$ cat config.mk
export PLATFORM = sky130hd
export DESIGN_NAME = pc_unit
export DESIGN_NICKNAME = d
export VERILOG_FILES = /design/src/rtl/pc_unit.sv
export SDC_FILE = /design/constraint.sdc
export NUM_CORES = 1
export LEC_CHECK = 0
export BUFFER_PORTS_ARGS = -buffer_cell sky130_fd_sc_hd__clkbuf_2
export CAP_MARGIN = 20
export CORE_UTILIZATION = 49
export DETAILED_ROUTE_END_ITERATION = 6
export PLACE_DENSITY = 0.77
export RECOVER_POWER = 100
export SYNTH_ARGS = -nofsm -noshare
export SYNTH_HDL_FRONTEND = slang
export SYNTH_SLANG_ARGS = --single-unit
$ cat constraint.sdc
create_clock -name clk -period 3.7 [get_ports clk]
set_input_delay 0.555 -clock clk [delete_from_list [all_inputs] [get_ports clk]]
set_output_delay 0.555 -clock clk [all_outputs]
set_load 0.005 [all_outputs]
$ cat src/rtl/pc_unit.sv
// pc_unit: program-counter stage of the core.
//   Holds the fetch PC and selects the next PC. Redirect priority is
//   jr > jump > branch > sequential. A redirect that arrives during a stall
//   is held in a pending register and is applied when the stall drops.
//   A redirect to a target that is not word-aligned traps to EXC_VECTOR.
//
// Ports:
//   clk, rst_n                  clock and asynchronous active-low reset
//   stall                       hold the PC for this cycle
//   branch_taken/branch_offset  conditional branch, signed word offset
//   jump/jump_target            j/jal target from the jump-address concatenator
//   jr/jr_addr                  jump-register target
//   pc_out                      registered fetch PC
//   pc_plus4, pc_hi             combinational PC+4 and its upper nibble
//   valid                       pc_out is a live fetch address
//   flush                       one-cycle pulse when the PC was redirected
//   misalign                    one-cycle pulse when a trap is taken
//   bad_addr                    offending target of the most recent trap
module pc_unit #(
    parameter logic [31:0] RESET_VECTOR = 32'h0000_0000,
    parameter logic [31:0] EXC_VECTOR   = 32'h0000_0080
) (
    input  logic        clk,
    input  logic        rst_n,
    input  logic        stall,
    input  logic        branch_taken,
    input  logic [15:0] branch_offset,
    input  logic        jump,
    input  logic [31:0] jump_target,
    input  logic        jr,
    input  logic [31:0] jr_addr,
    output logic [31:0] pc_out,
    output logic [31:0] pc_plus4,
    output logic [3:0]  pc_hi,
    output logic        valid,
    output logic        flush,
    output logic        misalign,
    output logic [31:0] bad_addr
);

    typedef enum logic [1:0] {BOOT, RUN, TRAP} state_t;

    state_t      state_q;
    logic [31:0] pc_q;
    logic [31:0] pend_q;
    logic        pend_valid_q;
    logic        valid_q;
    logic        flush_q;
    logic        misalign_q;
    logic [31:0] bad_addr_q;

    logic [31:0] branch_tgt_d;
    logic [31:0] req_tgt_d;
    logic        req_any_d;
    logic [31:0] apply_tgt_d;
    logic        apply_d;

    assign pc_plus4 = pc_q + 32'd4;
    assign pc_hi    = pc_plus4[31:28];
    assign pc_out   = pc_q;
    assign valid    = valid_q;
    assign flush    = flush_q;
    assign misalign = misalign_q;
    assign bad_addr = bad_addr_q;

    always_comb begin
        branch_tgt_d = pc_plus4 + {{14{branch_offset[15]}}, branch_offset, 2'b00};
        req_any_d    = jr | jump | branch_taken;
        if (jr)
            req_tgt_d = jr_addr;
        else if (jump)
            req_tgt_d = jump_target;
        else
            req_tgt_d = branch_tgt_d;
        // A buffered redirect outranks live inputs: those come from
        // instructions that the buffered redirect squashes.
        if (pend_valid_q) begin
            apply_tgt_d = pend_q;
            apply_d     = 1'b1;
        end else begin
            apply_tgt_d = req_tgt_d;
            apply_d     = req_any_d;
        end
    end

    always_ff @(posedge clk or negedge rst_n) begin
        if (!rst_n) begin
            state_q      <= BOOT;
            pc_q         <= RESET_VECTOR;
            pend_q       <= '0;
            pend_valid_q <= 1'b0;
            valid_q      <= 1'b0;
            flush_q      <= 1'b0;
            misalign_q   <= 1'b0;
            bad_addr_q   <= '0;
        end else begin
            case (state_q)
                BOOT: begin
                    state_q    <= RUN;
                    valid_q    <= 1'b1;
                    flush_q    <= 1'b0;
                    misalign_q <= 1'b0;
                end
                RUN: begin
                    flush_q    <= 1'b0;
                    misalign_q <= 1'b0;
                    if (stall) begin
                        // First redirect seen during a stall wins.
                        if (req_any_d && !pend_valid_q) begin
                            pend_q       <= req_tgt_d;
                            pend_valid_q <= 1'b1;
                        end
                    end else begin
                        pend_valid_q <= 1'b0;
                        if (apply_d) begin
                            flush_q <= 1'b1;
                            if (apply_tgt_d[1:0] == 2'b00) begin
                                pc_q <= apply_tgt_d;
                            end else begin
                                state_q    <= TRAP;
                                pc_q       <= EXC_VECTOR;
                                misalign_q <= 1'b1;
                                bad_addr_q <= apply_tgt_d;
                            end
                        end else begin
                            pc_q <= pc_plus4;
                        end
                    end
                end
                TRAP: begin
                    state_q    <= RUN;
                    flush_q    <= 1'b0;
                    misalign_q <= 1'b0;
                end
                default: state_q <= BOOT;
            endcase
        end
    end

endmodule

==> metrics.csv <==
stage,metric,value,unit
run_status,outcome,"finished, violations left",
run_status,violations,"capacitance limit, slew limit",
sta,relSlewSlack,-9.64,%
power,vdd_ir_drop_max,383,uV
power,power_density,794,mW/mm^2
cts,root_buffer,clkbuf_16,
setup_path,crit_arrival,3.83,ns
place,dp_hpwl,21500,um
yosys,ys_ff_latch,102,
setup_path,crit_family,compound AO/OA/AOI/OAI gates,
grt,antenna_found_initial,0,
sta,period_minus_slack,3.59,ns
setup_path,slowest_delay,0.36,ns
grt,grt_pass1_wl,42600,um
die,ios,189,
setup_path,path_cells,and4_4 -> buf_4 -> nand4_4 -> nor2_4 -> and2_4 -> buf_4 -> xor2_1 -> ha_1 -> a21oi_1 -> o21a_1 -> o21ai_0 -> a21oi_2 -> mux2i_1 -> nor3_1 -> a32oi_1 -> o21a_1 -> nor2_1,
yosys,yosysWarnings,0,
job,maxCapViolations,1,
setup_path,r2r_setup_slack,0.11,ns
sta,rsz0062_at_grt,true,
cts,clkSinkCount,102,
yosys,synth_area,0.00757,mm^2
min_path,hold_start,bad_addr[14],
setup_path,slowest_stage,dfrtp_1,
die,num_rows,45,
setup_path,critPathCaptureType,register,
die,start_util,50.0,%
yosys,ys.flop_type,dfrtp_1,
sta,max_freq,0.278,GHz
grt,use_met3,6.75,%
setup_path,rr_endpoint,pc_out[28],
setup_path,start_kind,register,
sta,hold_viol,0,
yosys,synth_edf_count,0,
yosys,ys_async_sr_fraction,100,%
setup_path,cp_max_fo,6,
die,dieArea,0.0160,mm^2
grt,grt_pass1_vias,7797,
cts,ctsHoldBuffers,0,
yosys,synth_area_leaders,"dfrtp_1, nand2_1, ha_1, o21ai_0, a21oi_1",
cts,numCtsBuffers,9,
die,die_h,126,um
detailed_routing,dr.first_iter.drc_count,785,
setup_path,critPathBufInv,2,
setup_path,worstReg2RegStart,pc_out[5],
sta,fin_skew,0.00722,ns
power,p_leak,4.61,nW
sta,setup_violations,0,
cells_and_area,fin_nets,1282,
detailed_routing,antenna_left,0,
place,routabilityCongestion,0.945,
yosys,synth_top_area_share,33.7,%
die,die_w,126,um
sta,min_period_over_period,97.1,%
sta,setup_tns,0,ns
cells_and_area,syn_to_final_growth,29.0,%
yosys,seq_area_frac_synth,33.7,%
grt,top_usage_layer,met2,
cells_and_area,drive_gt1_share,31.6,%
detailed_routing,via_per_inst,6.29,
cells_and_area,diodes,0,
grt,grt-ovfl-total,0,
setup_path,rr_worst_depth,17,
place,dp_slack,-0.0479,ns
detailed_routing,vias,8497,
detailed_routing,routed_wirelength,28400,um
cts,cts_tree,done,
detailed_routing,drt_first_pass_iters,5,
yosys,synth_cells,916,
grt,grt_use_met2,57.7,%
detailed_routing,drc,0,
detailed_routing,wl_per_cell,21.0,um
grt,grt_start_max_net_pins,66,
yosys,synth_top_area_cell,dfrtp_1,
sta,worst_pin_slew,1.64,ns
setup_path,required,3.94,ns
min_path,holdPathStages,2,
cells_and_area,utilization,64.5,%
sta,fin_hold_ws,0.476,ns
yosys,syn_area_per_cell,8.27,um^2
cts,cts_max_level,3,
min_path,hp-class,reg -> reg,
cts,clk_pin_slew,0.07,ns
grt,groute.usage.overall,35.0,%
sta,setup_slack,0.108,ns
cts,clkLatencyLatePin,0.35,ns
yosys,synth.distinct_cells,88,
yosys,synthTopCellsByCount,"nand2_1, dfrtp_1, o21ai_0, a21oi_1, nor2_1",
die,core-area,0.0151,mm^2
yosys,synth_most_common_cell,nand2_1,
setup_path,crit_path_start,pc_out[5],
min_path,hold_path_end,bad_addr[14],
yosys,synth_nets,1039,
cts,clk_path_buf_depth,2,
setup_path,crit_type,reg -> reg,
sta,slew_violations,66,
place,portBuffers,188,
grt,grtUsageMet1,44.6,%
layer usage:
layer  vias to the layer above  share of wire [%]
li1                       3839                  -
met3                        95                9.1
met4                         0                5.1
met1                      4059                 39
met5                         -                  0
met2                       504                 46
power breakdown:
group | switching, mW | total (mW) | internal [mW]
combinational | 2.76 | 4.73 | 1.98
clock | 0.426 | 1.03 | 0.609
sequential | 0.379 | 1.99 | 1.61
worst reg2reg max path, cell delays in order (launching register included):
cell	delay, ns
dfrtp_1	0.36
and4_4	0.23
buf_4	0.13
nand4_4	0.16
nor2_4	0.18
and2_4	0.16
buf_4	0.12
xor2_1	0.30
ha_1	0.34
a21oi_1	0.21
o21a_1	0.17
o21ai_0	0.12
a21oi_2	0.19
mux2i_1	0.27
nor3_1	0.08
a32oi_1	0.28
o21a_1	0.17
nor2_1	0.04
metrics by stage:
step / std cells / power (mW) / instance area (um^2)
after global routing: 1351 / 8.20 / 9760
final: 1351 / 7.76 / 9760
after detailed placement: 1329 / 6.50 / 9220
after global placement: 1329 / 6.43 / 9220
after floorplan: 916 / 4.64 / 7580
after CTS: 1346 / 7.57 / 9590
final cells by class:
class | count | area, um^2
flip-flops and latches | 102 | 2550
well taps | 188 | 235
repair buffers | 289 | 1680
multi-input cells | 742 | 4920
clock inverters | 5 | 83.8
clock buffers | 10 | 239
fillers | 1309 | 5380
inverters | 15 | 56.3
flip-flops by register name, indices dropped and copies added (netlist names):
| signal | count |
|---|---|
| bad_addr | 32 |
| pc_out | 32 |
| pend_q | 32 |
| state_q | 2 |
| flush | 1 |
| misalign | 1 |
| pend_valid_q | 1 |
| valid | 1 |
cells by family (layout without fill, tap and decap cells):
group	after synthesis	in the layout	share of synthesized area (%)
flip-flops	102	102	33.7
AND/OR/NAND/NOR	326	326	20.4
multiplexers	16	16	2.21
buffers and inverters	72	319	4.10
XOR/XNOR	46	46	5.67
AO/OA/AOI/OAI	317	317	27.6
adder cells (fa/ha/maj)	37	37	6.21
timing repair:
item | in CTS | in global routing
endpoints found under the setup margin | 4 | 34
pin swaps | 2 | 18
buffers inserted | 2 | 6
gates resized for setup | 5 | 34
cloned | 0 | 0
worst max path at each step:
stage | end | slack [ns] | depth (start not counted)
after floorplan | pc_out[31] | 0.01 | 16
after global placement | bad_addr[25] | -0.05 | 16
after detailed placement | bad_addr[25] | -0.05 | 16
after CTS | pc_out[28] | 0.006 | 18
after global routing | bad_addr[31] | -0.03 | 16
final | pc_out[28] | 0.11 | 17
cell usage in the layout (no fill, tap or decap), types with 21 or more instances in the layout:
| cell | n |
|---|---|
| clkbuf_2 | 178 |
| nand2_1 | 134 |
| dfrtp_1 | 101 |
| buf_4 | 98 |
| o21ai_0 | 83 |
| nor2_1 | 66 |
| a21oi_1 | 62 |
| ha_1 | 31 |
| nand3_1 | 24 |
| xnor2_1 | 21 |
No activity file was read; power rests on OpenSTA's default activity.
